--- src/rtl/nco_pkg.sv ---
// Shared constants and elaboration-time helpers for the quadrature NCO.
// Covers quadrant encoding, quarter-wave table depth and sine table generation.
package nco_pkg;

    localparam logic [1:0] QUAD0 = 2'd0;
    localparam logic [1:0] QUAD1 = 2'd1;
    localparam logic [1:0] QUAD2 = 2'd2;
    localparam logic [1:0] QUAD3 = 2'd3;

    localparam real Pi = 3.14159265358979323846;

    function automatic int unsigned rom_depth(input int unsigned addr_w);
        return 32'd1 << (addr_w - 2);
    endfunction

    // round((2^(out_w-1)-1) * sin(pi/2 * (i+0.5)/depth)) via a Taylor series,
    // evaluated only at elaboration to build the table contents.
    function automatic int unsigned sine_entry(input int unsigned i, input int unsigned depth,
                                               input int unsigned out_w);
        real x;
        real term;
        real s;
        real amp;
        x    = (Pi / 2.0) * (real'(i) + 0.5) / real'(depth);
        term = x;
        s    = x;
        for (int k = 1; k <= 9; k++) begin
            term = -term * x * x / real'((2 * k) * (2 * k + 1));
            s    = s + term;
        end
        amp = real'((32'd1 << (out_w - 1)) - 32'd1);
        return unsigned'($rtoi(amp * s + 0.5));
    endfunction

endpackage

--- src/rtl/nco_quad_param_qrom.sv ---
// Registered quarter-wave sine magnitude table with independent sine and cosine read ports.
module nco_qrom
    import nco_pkg::*;
#(
    parameter int unsigned AW    = 6,
    parameter int unsigned OUT_W = 8
) (
    input  logic             clk_i,
    input  logic             rst_i,
    input  logic [AW-1:0]    idx_s_i,
    input  logic [AW-1:0]    idx_c_i,
    output logic [OUT_W-2:0] mag_s_o,
    output logic [OUT_W-2:0] mag_c_o
);

    localparam int unsigned Depth = 32'd1 << AW;
    localparam int unsigned MW    = OUT_W - 1;

    logic [MW-1:0] rom [Depth];
    logic [MW-1:0] mag_s_q;
    logic [MW-1:0] mag_c_q;

    for (genvar g = 0; g < Depth; g++) begin : g_rom
        localparam logic [MW-1:0] Val = MW'(sine_entry(g, Depth, OUT_W));
        assign rom[g] = Val;
    end

    always_ff @(posedge clk_i or posedge rst_i) begin
        if (rst_i) begin
            mag_s_q <= '0;
            mag_c_q <= '0;
        end else begin
            mag_s_q <= rom[idx_s_i];
            mag_c_q <= rom[idx_c_i];
        end
    end

    assign mag_s_o = mag_s_q;
    assign mag_c_o = mag_c_q;

endmodule

--- src/rtl/nco_quad_param.sv ---
// Quadrature NCO: loadable phase accumulator, phase offset, quarter-wave fold and
// sign restore, giving registered signed sine/cosine samples three edges after acc.
module nco_quad_param
    import nco_pkg::*;
#(
    parameter int unsigned ACC_W  = 32,
    parameter int unsigned ADDR_W = 8,
    parameter int unsigned OUT_W  = 8
) (
    input  logic                    clk_top,
    input  logic                    rst_top,
    input  logic                    en,
    input  logic                    fcw_load,
    input  logic [ACC_W-1:0]        fcw_in,
    input  logic [ACC_W-1:0]        phase_in,
    input  logic                    sync_clr,
    output logic signed [OUT_W-1:0] sin_out,
    output logic signed [OUT_W-1:0] cos_out,
    output logic                    out_valid
);

    localparam int unsigned IW = ADDR_W - 2;
    localparam int unsigned MW = OUT_W - 1;
    localparam logic [ADDR_W-1:0] Quarter = ADDR_W'(rom_depth(ADDR_W));

    logic [ACC_W-1:0]  acc_q, acc_d;
    logic [ACC_W-1:0]  fcw_q, off_q;
    logic              v0_q, v1_q, v2_q, valid_q;
    logic [ADDR_W-1:0] addr_s_q, addr_c_q, addr_s_d, addr_c_d;
    logic [IW:0]       fold_s, fold_c;
    logic              neg_s_q, neg_c_q;
    logic [MW-1:0]     mag_s, mag_c;
    logic [OUT_W-1:0]  ext_s, ext_c;
    logic signed [OUT_W-1:0] sin_q, cos_q, sin_d, cos_d;

    // Returns {neg, idx}: odd quadrants mirror the index, upper half negates.
    function automatic logic [IW:0] fold(input logic [ADDR_W-1:0] a);
        logic [IW-1:0] i;
        logic [IW:0]   r;
        i = a[IW-1:0];
        r = '0;
        unique case (a[ADDR_W-1 -: 2])
            QUAD0: r = {1'b0, i};
            QUAD1: r = {1'b0, ~i};
            QUAD2: r = {1'b1, i};
            QUAD3: r = {1'b1, ~i};
        endcase
        return r;
    endfunction

    always_comb begin
        acc_d = acc_q;
        if (sync_clr) begin
            acc_d = '0;
        end else if (en) begin
            acc_d = acc_q + fcw_q;
        end
    end

    always_comb begin
        addr_s_d = ADDR_W'((acc_q + off_q) >> (ACC_W - ADDR_W));
        addr_c_d = addr_s_d + Quarter;
        fold_s   = fold(addr_s_q);
        fold_c   = fold(addr_c_q);
    end

    nco_qrom #(
        .AW    (IW),
        .OUT_W (OUT_W)
    ) u_qrom (
        .clk_i   (clk_top),
        .rst_i   (rst_top),
        .idx_s_i (fold_s[IW-1:0]),
        .idx_c_i (fold_c[IW-1:0]),
        .mag_s_o (mag_s),
        .mag_c_o (mag_c)
    );

    always_comb begin
        ext_s = {1'b0, mag_s};
        ext_c = {1'b0, mag_c};
        sin_d = neg_s_q ? -ext_s : ext_s;
        cos_d = neg_c_q ? -ext_c : ext_c;
    end

    always_ff @(posedge clk_top or posedge rst_top) begin
        if (rst_top) begin
            acc_q    <= '0;
            fcw_q    <= '0;
            off_q    <= '0;
            v0_q     <= 1'b0;
            v1_q     <= 1'b0;
            v2_q     <= 1'b0;
            valid_q  <= 1'b0;
            addr_s_q <= '0;
            addr_c_q <= '0;
            neg_s_q  <= 1'b0;
            neg_c_q  <= 1'b0;
            sin_q    <= '0;
            cos_q    <= '0;
        end else begin
            acc_q <= acc_d;
            if (fcw_load) begin
                fcw_q <= fcw_in;
                off_q <= phase_in;
            end
            v0_q     <= en;
            addr_s_q <= addr_s_d;
            addr_c_q <= addr_c_d;
            v1_q     <= v0_q;
            neg_s_q  <= fold_s[IW];
            neg_c_q  <= fold_c[IW];
            v2_q     <= v1_q;
            sin_q    <= sin_d;
            cos_q    <= cos_d;
            valid_q  <= v2_q;
        end
    end

    assign sin_out   = sin_q;
    assign cos_out   = cos_q;
    assign out_valid = valid_q;

endmodule
--- config.mk ---
export PLATFORM = sky130hd
export DESIGN_NAME = nco_quad_param
export DESIGN_NICKNAME = d
export VERILOG_FILES = /design/src/rtl/nco_pkg.sv /design/src/rtl/nco_quad_param_qrom.sv /design/src/rtl/nco_quad_param.sv
export SDC_FILE = /design/constraint.sdc
export NUM_CORES = 1
export LEC_CHECK = 0
export ABC_AREA = 1
export CORE_UTILIZATION = 25
export CTS_CLUSTER_SIZE = 16
export DETAILED_ROUTE_END_ITERATION = 8
export GPL_TIMING_DRIVEN = 0
export PLACE_DENSITY_LB_ADDON = 0.12
export SLEW_MARGIN = 20
export SYNTH_ARGS = -nofsm -noshare
export SYNTH_HDL_FRONTEND = slang
export SYNTH_HIERARCHICAL = 1
export SYNTH_SLANG_ARGS = --single-unit
--- constraint.sdc ---
create_clock -name clk_top -period 3.75 [get_ports clk_top]
set_input_delay 0.5625 -clock clk_top [delete_from_list [all_inputs] [get_ports clk_top]]
set_output_delay 0.5625 -clock clk_top [all_outputs]
set_load 0.01 [all_outputs]
==> metrics.txt <==
area growth from synthesis to layout 21.31%; top_reg_cell synth dfrtp_1; Post-CTS Repair Setup Buffers 0; Placer Congestion about 0.84; GRT busiest layer met2; Layout Utilization 0.3093; number of synthesized flops with an enable pin 0; root buffer cell clkbuf_16; fin area 12340 um2; post-CTS sizing 0; WL final between 20000 and 30000 um; synthesized net count 1557; post-synthesis adder-cell area fraction 0.1065; Leak approximately 6.3 nW; M2 GR Usage 0.2680; synthesized flop and latch total about 140; PortBufs between 80 and 90; XOR/XNOR share of the synthesized area 0.02152; GR Util met3 0.02780; worst-margin pin slew ~0.86 ns; Synth Area in Compound Gates 0.07697; largest family of logic cells by synthesized area simple AND/OR/NAND/NOR gates; Initial Util 0.2549; fraction of the cycle the final worst path needs 0.6613; Seq/Total Area, Yosys 0.3492; die area 41510 um2; first-pass iteration count of the detailed router 4; status finished, final reports clean; RSZ-0062 raised after global routing no; Cell Pwr Density ~670 nW/um2; MaxCap Viol Count 0; max-slew violations 0; largest net degree at the start of global routing 31; Total GRT Usage 0.1501; syn avg cell area 7.258 um2; critical-path maximum fanout 10; first-pass GRT wire length 47850 um; Clock Skews between 0.008 and 0.009 ns; Skew-Pair Late Insertion Delay ~0.45 ns; # setup viols final 0; Post-Syn Area approximately 10000 um2; Final Hold Fails 0; final-stage net count 1664; asr flop ratio synth 1.000; CP Class reg -> reg; most frequent cells in the layout 479 x nand2_1, 167 x inv_1, 142 x dfrtp_1; grt ovf 0; # diodes 0; DR iter-0 viols about 370; met1 Resource Use GR 0.1864; Vias/cell about 4.3; HP Class reg -> reg; synthesized instance count ~1400; setup TNS 0 ns; vias in the first global route 8956; row count 73; FMAX between 400 and 500 MHz; top-level I/O count 86; Core ar. between 30000 and 40000 um2; Peak VDD IR just under 300 uV; Clock Path Buffers 2; crit end category register; layout cell share with drive strength beyond 1 0.09527; Reg2Reg Setup Slack 1.27 ns; Clock Sinks ~140; Filler cells 4353; Ys Warns 6; Post-CTS Hold Buffers 0; initial antenna violation count 0; H-tree depth 4; Hold Worst Slack about 0.35 ns; hpwl dp about 24000 um; final antenna-violating net count 0; most common cell after layout, fill and taps aside nand2_1; Rel. slew slack 0.4239; routed via count between 8000 and 9000; Final min period around 2.5 ns; Post-route DRC 0; drt wl/cell around 14 um; Die X-Extent roughly 200 um; Post-Synth Simple-Gate Area 0.2971; Setup crit start kind register; Die H slightly above 200 um; post-synthesis mux area share 0.06972; CP arrival approximately 2.8 ns; CTS tree done; DP Area about 12000 um2; TritonCTS Buffers 17; Worst EP required slightly above 4 ns; Clock transition at path regs 0.07 ns; Synth cell types 39
[routing by layer]
layer,part of all wire,wire (um),up-vias
met4,0.0071,208,0
met5,0,0,-
met1,0.46,13640,4078
li1,-,-,4699
met2,0.50,14790,110
met3,0.028,824,11
[final timing paths]
path                            depth (start not counted)   startpoint           endpoint
worst min register to register                          0         v0_q               v1_q
worst max-delay path                                   10  addr_c_q[6]  u_qrom/mag_c_o[1]
min in group asynchronous                               2      rst_top  u_qrom/mag_c_o[2]
worst min-delay path                                    0         v0_q               v1_q
worst max register to register                         10  addr_c_q[6]  u_qrom/mag_c_o[1]
max in group asynchronous                               4      rst_top           acc_q[7]
[critical path, cell delays in order, from the launching register on]
cell,delay (ns)
dfrtp_1,0.33
clkbuf_1,0.30
xor2_1,0.66
inv_1,0.23
ha_1,0.39
nand2_1,0.10
nand3_1,0.08
nand2_1,0.07
nand3b_1,0.11
nand2_1,0.07
inv_1,0.03
[power by group]
part / internal, W / switching (W)
Combinational: 0.00166 / 0.00276
Clock: 0.000936 / 0.000789
Sequential: 0.00190 / 0.000258
[Yosys cell counts, types with 2 or more instances]
cell type    n  area, um2
nand2_1    479       1798
inv_1      168      630.6
dfrtp_1    142       3553
nor2_1     109      409.1
nand3_1     96      480.5
ha_1        85       1064
a21oi_1     78      390.4
mux2_2      63      709.4
o21ai_0     26      130.1
xor2_1      20      175.2
o21ai_1     16      80.08
nand2_2     12      75.07
clkbuf_1    11      41.29
buf_2       10      50.05
nor3_1      10      50.05
o21bai_1     9      67.56
inv_2        7      26.28
nand3b_1     6      45.04
nand4_1      6      37.54
or2_2        5      31.28
xnor2_1      5      43.79
a31oi_1      4      25.02
buf_4        4      30.03
clkinv_1     4      15.01
nor2_2       4      25.02
or2_1        4      25.02
a21o_1       3      22.52
o31ai_1      3      22.52
a32o_1       2      20.02
nor4_1       2      12.51
[logic make-up (layout without fill, tap and decap cells)]
group | count (synthesis) | after routing
and+or+nand+nor | 737 | 737
buffers and inverters | 205 | 325
AOI/OAI and AO/OA | 144 | 144
DFF | 142 | 142
adders and majority gates | 86 | 86
muxes | 63 | 63
xor gates and xnor gates | 25 | 25
[through the flow]
step	setup WS (ns)	std cells	power (W)
after floorplan	1.606	1402	0.005375
after detailed placement	1.099	2015	0.006618
after global placement	0.08778	2011	0.006624
after CTS	1.264	2047	0.008404
final	1.270	2047	0.008304
after global routing	1.048	2047	0.009160
[flip-flops by register name (all words and copies together) (netlist names)]
register / count
v1_q: 1
cos_out: 8
acc_q: 32
off_q: 32
neg_c_q: 1
fcw_q: 32
addr_s_q: 2
v2_q: 1
v0_q: 1
u_qrom/mag_s_o: 7
out_valid: 1
neg_s_q: 1
sin_out: 8
addr_c_q: 8
u_qrom/mag_c_o: 7
[area by class of cell]
class                           count  area [um2]  share of cell area
Multi-Input combinational cell   1055        5818              0.4713
Inverter                          179       675.6             0.05473
Clock inverter                     15       153.9             0.01247
Clock buffer                       17       425.4             0.03446
Tap cell                          525       656.9             0.05321
Buffer                             26       132.6             0.01074
Sequential cell                   142        3553              0.2879
Timing Repair Buffer               88       928.4             0.07521
(Power assumes the default switching activity.)
